File: src/rtl/poly_voice_mixer.sv
// poly_voice_mixer: N-voice serial multiply-accumulate mixer feeding the I2S serializer.
// Each FSCLK rise snapshots all voices, mixes them one per cycle, then scales and saturates.
module poly_voice_mixer #(
    parameter int NUM_VOICES = 4,
    parameter int SAMPLE_W   = 16,
    parameter int GAIN_W     = 7,
    parameter int OUT_W      = 16
) (
    input  logic                           Clk,
    input  logic                           Reset_n,
    input  logic                           FSCLK,
    input  logic [NUM_VOICES*SAMPLE_W-1:0] VoiceSample,
    input  logic [NUM_VOICES*GAIN_W-1:0]   VoiceGain,
    input  logic [NUM_VOICES-1:0]          VoiceEnable,
    input  logic                           Clear_Flags,
    output logic signed [OUT_W-1:0]       Mix_Out,
    output logic                           Mix_Valid,
    output logic                           Busy,
    output logic                           Clip,
    output logic                           Overrun
);

    localparam int ACC_W  = SAMPLE_W + GAIN_W + $clog2(NUM_VOICES) + 1;
    localparam int PROD_W = SAMPLE_W + GAIN_W + 1;
    localparam int IDX_W  = (NUM_VOICES > 1) ? $clog2(NUM_VOICES) : 1;

    localparam logic [IDX_W-1:0] LAST_IDX = IDX_W'(NUM_VOICES - 1);

    // Output range limits expressed at accumulator width for signed comparison.
    localparam logic signed [ACC_W-1:0] OUT_MAX =
        {{(ACC_W-OUT_W+1){1'b0}}, {(OUT_W-1){1'b1}}};
    localparam logic signed [ACC_W-1:0] OUT_MIN =
        {{(ACC_W-OUT_W+1){1'b1}}, {(OUT_W-1){1'b0}}};

    typedef enum logic [1:0] {
        IDLE  = 2'd0,
        ACCUM = 2'd1,
        SAT   = 2'd2
    } state_t;

    state_t state;
    state_t state_next;

    logic fs_sync1;
    logic fs_sync2;
    logic fs_sync2_d;
    logic tick;

    logic [NUM_VOICES*SAMPLE_W-1:0] snap_sample;
    logic [NUM_VOICES*GAIN_W-1:0]   snap_gain;
    logic [NUM_VOICES-1:0]          snap_enable;
    logic signed [ACC_W-1:0]        acc;
    logic [IDX_W-1:0]               idx;

    logic signed [SAMPLE_W-1:0] cur_sample;
    logic [GAIN_W-1:0]          cur_gain;
    logic signed [GAIN_W:0]     gain_ext;
    logic signed [PROD_W-1:0]   product;
    logic signed [ACC_W-1:0]    prod_ext;
    logic signed [ACC_W-1:0]    shifted;
    logic                       sat_high;
    logic                       sat_low;
    logic                       clip_set;
    logic                       overrun_set;

    // FSCLK is asynchronous to Clk; two flops for metastability, a third for edge detect.
    always_ff @(posedge Clk or negedge Reset_n) begin
        if (!Reset_n) begin
            fs_sync1   <= 1'b0;
            fs_sync2   <= 1'b0;
            fs_sync2_d <= 1'b0;
            tick       <= 1'b0;
        end else begin
            fs_sync1   <= FSCLK;
            fs_sync2   <= fs_sync1;
            fs_sync2_d <= fs_sync2;
            tick       <= fs_sync2 & ~fs_sync2_d;
        end
    end

    always_ff @(posedge Clk or negedge Reset_n) begin
        if (!Reset_n) begin
            state <= IDLE;
        end else begin
            state <= state_next;
        end
    end

    always_comb begin
        state_next = state;
        case (state)
            IDLE:    if (tick) state_next = ACCUM;
            ACCUM:   if (idx == LAST_IDX) state_next = SAT;
            SAT:     state_next = IDLE;
            default: state_next = IDLE;
        endcase
    end

    assign Busy = (state != IDLE);

    assign cur_sample = $signed(snap_sample[idx*SAMPLE_W +: SAMPLE_W]);
    assign cur_gain   = snap_gain[idx*GAIN_W +: GAIN_W];
    assign gain_ext   = $signed({1'b0, cur_gain});
    assign product    = PROD_W'(cur_sample) * PROD_W'(gain_ext);
    assign prod_ext   = ACC_W'(product);

    // Snapshot at frame start isolates the running mix from input changes mid-frame.
    always_ff @(posedge Clk or negedge Reset_n) begin
        if (!Reset_n) begin
            snap_sample <= '0;
            snap_gain   <= '0;
            snap_enable <= '0;
            acc         <= '0;
            idx         <= '0;
        end else begin
            case (state)
                IDLE: begin
                    if (tick) begin
                        snap_sample <= VoiceSample;
                        snap_gain   <= VoiceGain;
                        snap_enable <= VoiceEnable;
                        acc         <= '0;
                        idx         <= '0;
                    end
                end
                ACCUM: begin
                    acc <= acc + (snap_enable[idx] ? prod_ext : '0);
                    idx <= idx + IDX_W'(1);
                end
                default: begin
                    idx <= '0;
                end
            endcase
        end
    end

    assign shifted     = acc >>> GAIN_W;
    assign sat_high    = (shifted > OUT_MAX);
    assign sat_low     = (shifted < OUT_MIN);
    assign clip_set    = (state == SAT) && (sat_high || sat_low);
    assign overrun_set = tick && (state != IDLE);

    always_ff @(posedge Clk or negedge Reset_n) begin
        if (!Reset_n) begin
            Mix_Out   <= '0;
            Mix_Valid <= 1'b0;
        end else begin
            Mix_Valid <= 1'b0;
            if (state == SAT) begin
                Mix_Valid <= 1'b1;
                if (sat_high) begin
                    Mix_Out <= OUT_MAX[OUT_W-1:0];
                end else if (sat_low) begin
                    Mix_Out <= OUT_MIN[OUT_W-1:0];
                end else begin
                    Mix_Out <= shifted[OUT_W-1:0];
                end
            end
        end
    end

    // A new event outranks a simultaneous clear so no saturation or overrun is lost.
    always_ff @(posedge Clk or negedge Reset_n) begin
        if (!Reset_n) begin
            Clip    <= 1'b0;
            Overrun <= 1'b0;
        end else begin
            if (clip_set) begin
                Clip <= 1'b1;
            end else if (Clear_Flags) begin
                Clip <= 1'b0;
            end

            if (overrun_set) begin
                Overrun <= 1'b1;
            end else if (Clear_Flags) begin
                Overrun <= 1'b0;
            end
        end
    end

endmodule

File: config.mk
export PLATFORM = sky130hd
export DESIGN_NAME = poly_voice_mixer
export DESIGN_NICKNAME = d
export VERILOG_FILES = /design/src/rtl/poly_voice_mixer.sv
export SDC_FILE = /design/constraint.sdc
export NUM_CORES = 1
export LEC_CHECK = 0
export BUFFER_PORTS_ARGS = -buffer_cell sky130_fd_sc_hd__buf_2
export CAP_MARGIN = 10
export CORE_UTILIZATION = 25
export CTS_BUF_LIST = sky130_fd_sc_hd__clkbuf_16
export DETAILED_ROUTE_END_ITERATION = 8
export HOLD_SLACK_MARGIN = 0.12
export MAX_ROUTING_LAYER = met4
export SETUP_SLACK_MARGIN = 0.4
export SLEW_MARGIN = 0
export SYNTH_ARGS = -nofsm -noshare
export SYNTH_HDL_FRONTEND = slang
export SYNTH_SLANG_ARGS = --single-unit
File: constraint.sdc
create_clock -name Clk -period 7.1 [get_ports Clk]
set_input_delay 0.71 -clock Clk [delete_from_list [all_inputs] [get_ports Clk]]
set_output_delay 0.71 -clock Clk [all_outputs]
set_load 0.01 [all_outputs]
==> impl_metrics.py <==
metrics = {
    "cells_and_area": {
        "post-route-util_pct": 32.8,
        "n_antenna_cell": 0,
        "area_delta_synth_final_pct": 29.0,
        "fill_cells": 4772,
        "stdcell_count": 2142,
        "layout.nets": 1791,
        "layout-drive-gt1-share_pct": 26.8,
    },
    "worst_setup_path": {
        "worstSetupEndpointType": "register",
        "path_class": "reg2reg",
        "slowest_delay_ps": 580,
        "critPathLaunchType": "register",
        "crit_arrival_ps": 7410,
        "cp.required_ps": 7430,
        "crit_fanout": 7,
        "critPathSlowestCell": "mux4_2",
        "cpMostUsedCell": "fa_1",
        "reg2regPathDepth": 30,
    },
    "logic_synthesis": {
        "postSynthCellCount": 1311,
        "syn-cell-area_um2": 11600,
        "synth_ff_type": "dfrtp_1",
        "ys_ff_latch": 149,
        "ys_async_sr_fraction_pct": 100,
        "synth_cell_type_count": 65,
        "yosysTopAreaCell": "dfrtp_1",
        "synthTopCellsByArea": "dfrtp_1, fa_1, nand2_1",
        "ys_warn_count": 0,
        "syn_avg_cell_area_um2": 8.87,
        "netlist.area_leader.share_pct": 32.1,
        "yosysSeqAreaShare_pct": 32.1,
        "syn_nets": 1572,
        "synth_edf_count": 0,
    },
    "sta": {
        "tightest_slew_ps": 1050,
        "drv_slew": 0,
        "min_period_ps": 7080,
        "min_period_over_period_pct": 99.8,
        "finalHoldViolCount": 0,
        "finalWorstSetupSlack_ps": 15.6,
        "rsz0062_at_grt": "true",
        "clock-skew-final_ps": 14.5,
        "setup_violations": 0,
        "max_freq_mhz": 141,
        "slew_headroom_pct": 30.0,
    },
    "min_path": {
        "hp-class": "in2async",
    },
    "die": {
        "die_area_um2": 47400,
        "chipWidth_um": 218,
        "die_h_um": 218,
        "fp-row-count": 78,
        "start_util_pct": 25.5,
        "ioPinCount": 120,
        "core_area_um2": 45700,
    },
    "drt": {
        "firstDrtPassIters": 5,
        "drtIter0Drc": 477,
        "drt-vias-per-instance": 4.53,
        "drcViolationCount": 0,
        "wirelength_mm": 31.2,
        "wl_per_cell_um": 14.5,
        "antenna_left": 0,
        "num_vias": 9709,
    },
    "clocking": {
        "cts_buffer_depth": 2,
        "cts_root_buf": "clkbuf_16",
        "htreeDepth": 4,
        "cts.sinks": 149,
        "clk_transition_reported_paths_ps": 70,
        "clk_latency_ps": 450,
        "cts_tree": "done",
        "numCtsBuffers": 17,
        "holdBufCountCts": 0,
    },
    "place": {
        "gp_congestion": 0.852,
        "detailed_place_hpwl_mm": 22.2,
        "place_inst": 2063,
        "portBuffers": 119,
        "place_ws_ps": -165,
    },
    "run": {
        "maxCapViolCount": 0,
    },
    "global_route": {
        "grt_antenna_before_repair": 0,
        "overflow": 0,
        "grt_pass1_wl_mm": 51.0,
        "grt_pass1_vias": 9989,
        "grt_max_degree": 99,
        "grt_usage_pct": 13.9,
    },
    "status": {
        "status": "finished, final reports clean",
    },
}
-- cell type report --
class	count	area, um^2	area share [%]
clock buffer	17	425	2.84
multi-input combinational	969	7750	51.6
tap	600	751	5.00
inverter	146	548	3.65
timing repair buffer	247	1670	11.2
clock inverter	14	126	0.842
sequential	149	3730	24.9
-- synthesized netlist by cell type (3+ instances only) --
library cell	number
nand3_1	32
o21ai_0	67
a211oi_1	8
and3_1	5
mux4_2	23
a22o_1	3
o211ai_1	6
nand2_1	369
a21oi_1	33
xnor2_1	18
inv_1	145
nor2b_1	6
fa_1	87
nor3_1	13
o21a_1	10
nor2_1	35
xor2_1	19
nand4_1	3
and2_1	81
buf_1	3
o2111ai_1	5
o21bai_1	3
clkbuf_1	45
ha_1	74
buf_2	3
dfrtp_1	149
o21ai_1	8
a21o_1	10
nand2b_1	5
-- what timing repair did --
item,CTS,global route
cloned,5,0
setup endpoints to repair,11,12
pin swaps,67,31
setup buffers,34,9
resized for setup,59,50
-- metrics by stage --
step | instance area (um^2) | hold WS [ps] | TNS, ps
after floorplan | 11800 | 331 | 0
after global routing | 15000 | 359 | -649
after CTS | 14700 | 324 | 0
after global placement | 13600 | 334 | -57.5
after detailed placement | 13600 | 338 | -404
final | 15000 | 306 | 0
-- metal layers --
| layer | up-vias | global-route usage, % | part of all wire [%] |
|---|---|---|---|
| met3 | 40 | 2.32 | 3.9 |
| met5 | - | - | 0 |
| met2 | 202 | 22.9 | 50 |
| li1 | 4693 | - | - |
| met1 | 4774 | 17.4 | 45 |
| met4 | 0 | 3.94 | 1.8 |
-- cell families after synthesis --
family / synth area share [%]
adder cells (fa/ha/maj): 22.9
AND/OR/NAND/NOR: 21.2
XOR/XNOR: 2.93
buffers and inverters: 6.39
multiplexers: 4.82
AO/OA/AOI/OAI: 9.64
flip-flops: 32.1
-- path summary, 6_finish.rpt --
| check | start | endpoint | slack (ps) |
|---|---|---|---|
| setup / recovery | idx[0]$_DFFE_PN0P_ | acc[25]$_DFFE_PN0P_ | 20 |
| max in group asynchronous | Reset_n | Mix_Out[6]$_DFFE_PN0P_ | 5390 |
| hold reg to reg | fs_sync1$_DFF_PN0_ | fs_sync2$_DFF_PN0_ | 350 |
| setup reg to reg | idx[0]$_DFFE_PN0P_ | acc[25]$_DFFE_PN0P_ | 20 |
| hold / removal | Reset_n | snap_gain[26]$_DFFE_PN0P_ | 310 |
| min in group Clk | fs_sync1$_DFF_PN0_ | fs_sync2$_DFF_PN0_ | 350 |
-- worst max-delay path, delay by kind of cell (launching register included) --
kind,cells,cell delay (ps)
flip-flops,1,390
multiplexers,1,580
AO/OA/AOI/OAI,12,2100
AND/OR/NAND/NOR,5,820
adder cells (fa/ha/maj),6,2490
buffers and inverters,6,560
-- registers in the layout, indices dropped and copies added (netlist names) --
name,flops
fs_sync1,1
Overrun,1
fs_sync2,1
snap_sample,64
snap_gain,28
tick,1
idx,2
Clip,1
Mix_Out,16
acc,26
state,2
Mix_Valid,1
fs_sync2_d,1
snap_enable,4
-- placed cells by master (no fill, tap or decap), types with 31 or more instances in the layout --
| master | instances |
|---|---|
| and2_1 | 74 |
| buf_2 | 118 |
| buf_4 | 114 |
| dfrtp_1 | 148 |
| fa_1 | 83 |
| ha_1 | 61 |
| inv_1 | 136 |
| nand2_1 | 350 |
| nand3_1 | 31 |
| nor2_1 | 32 |
| o21ai_0 | 56 |
Power is left out: the tool's default activity adds up to more than one toggle a clock period on the data nets, which glitch-free logic cannot reach.
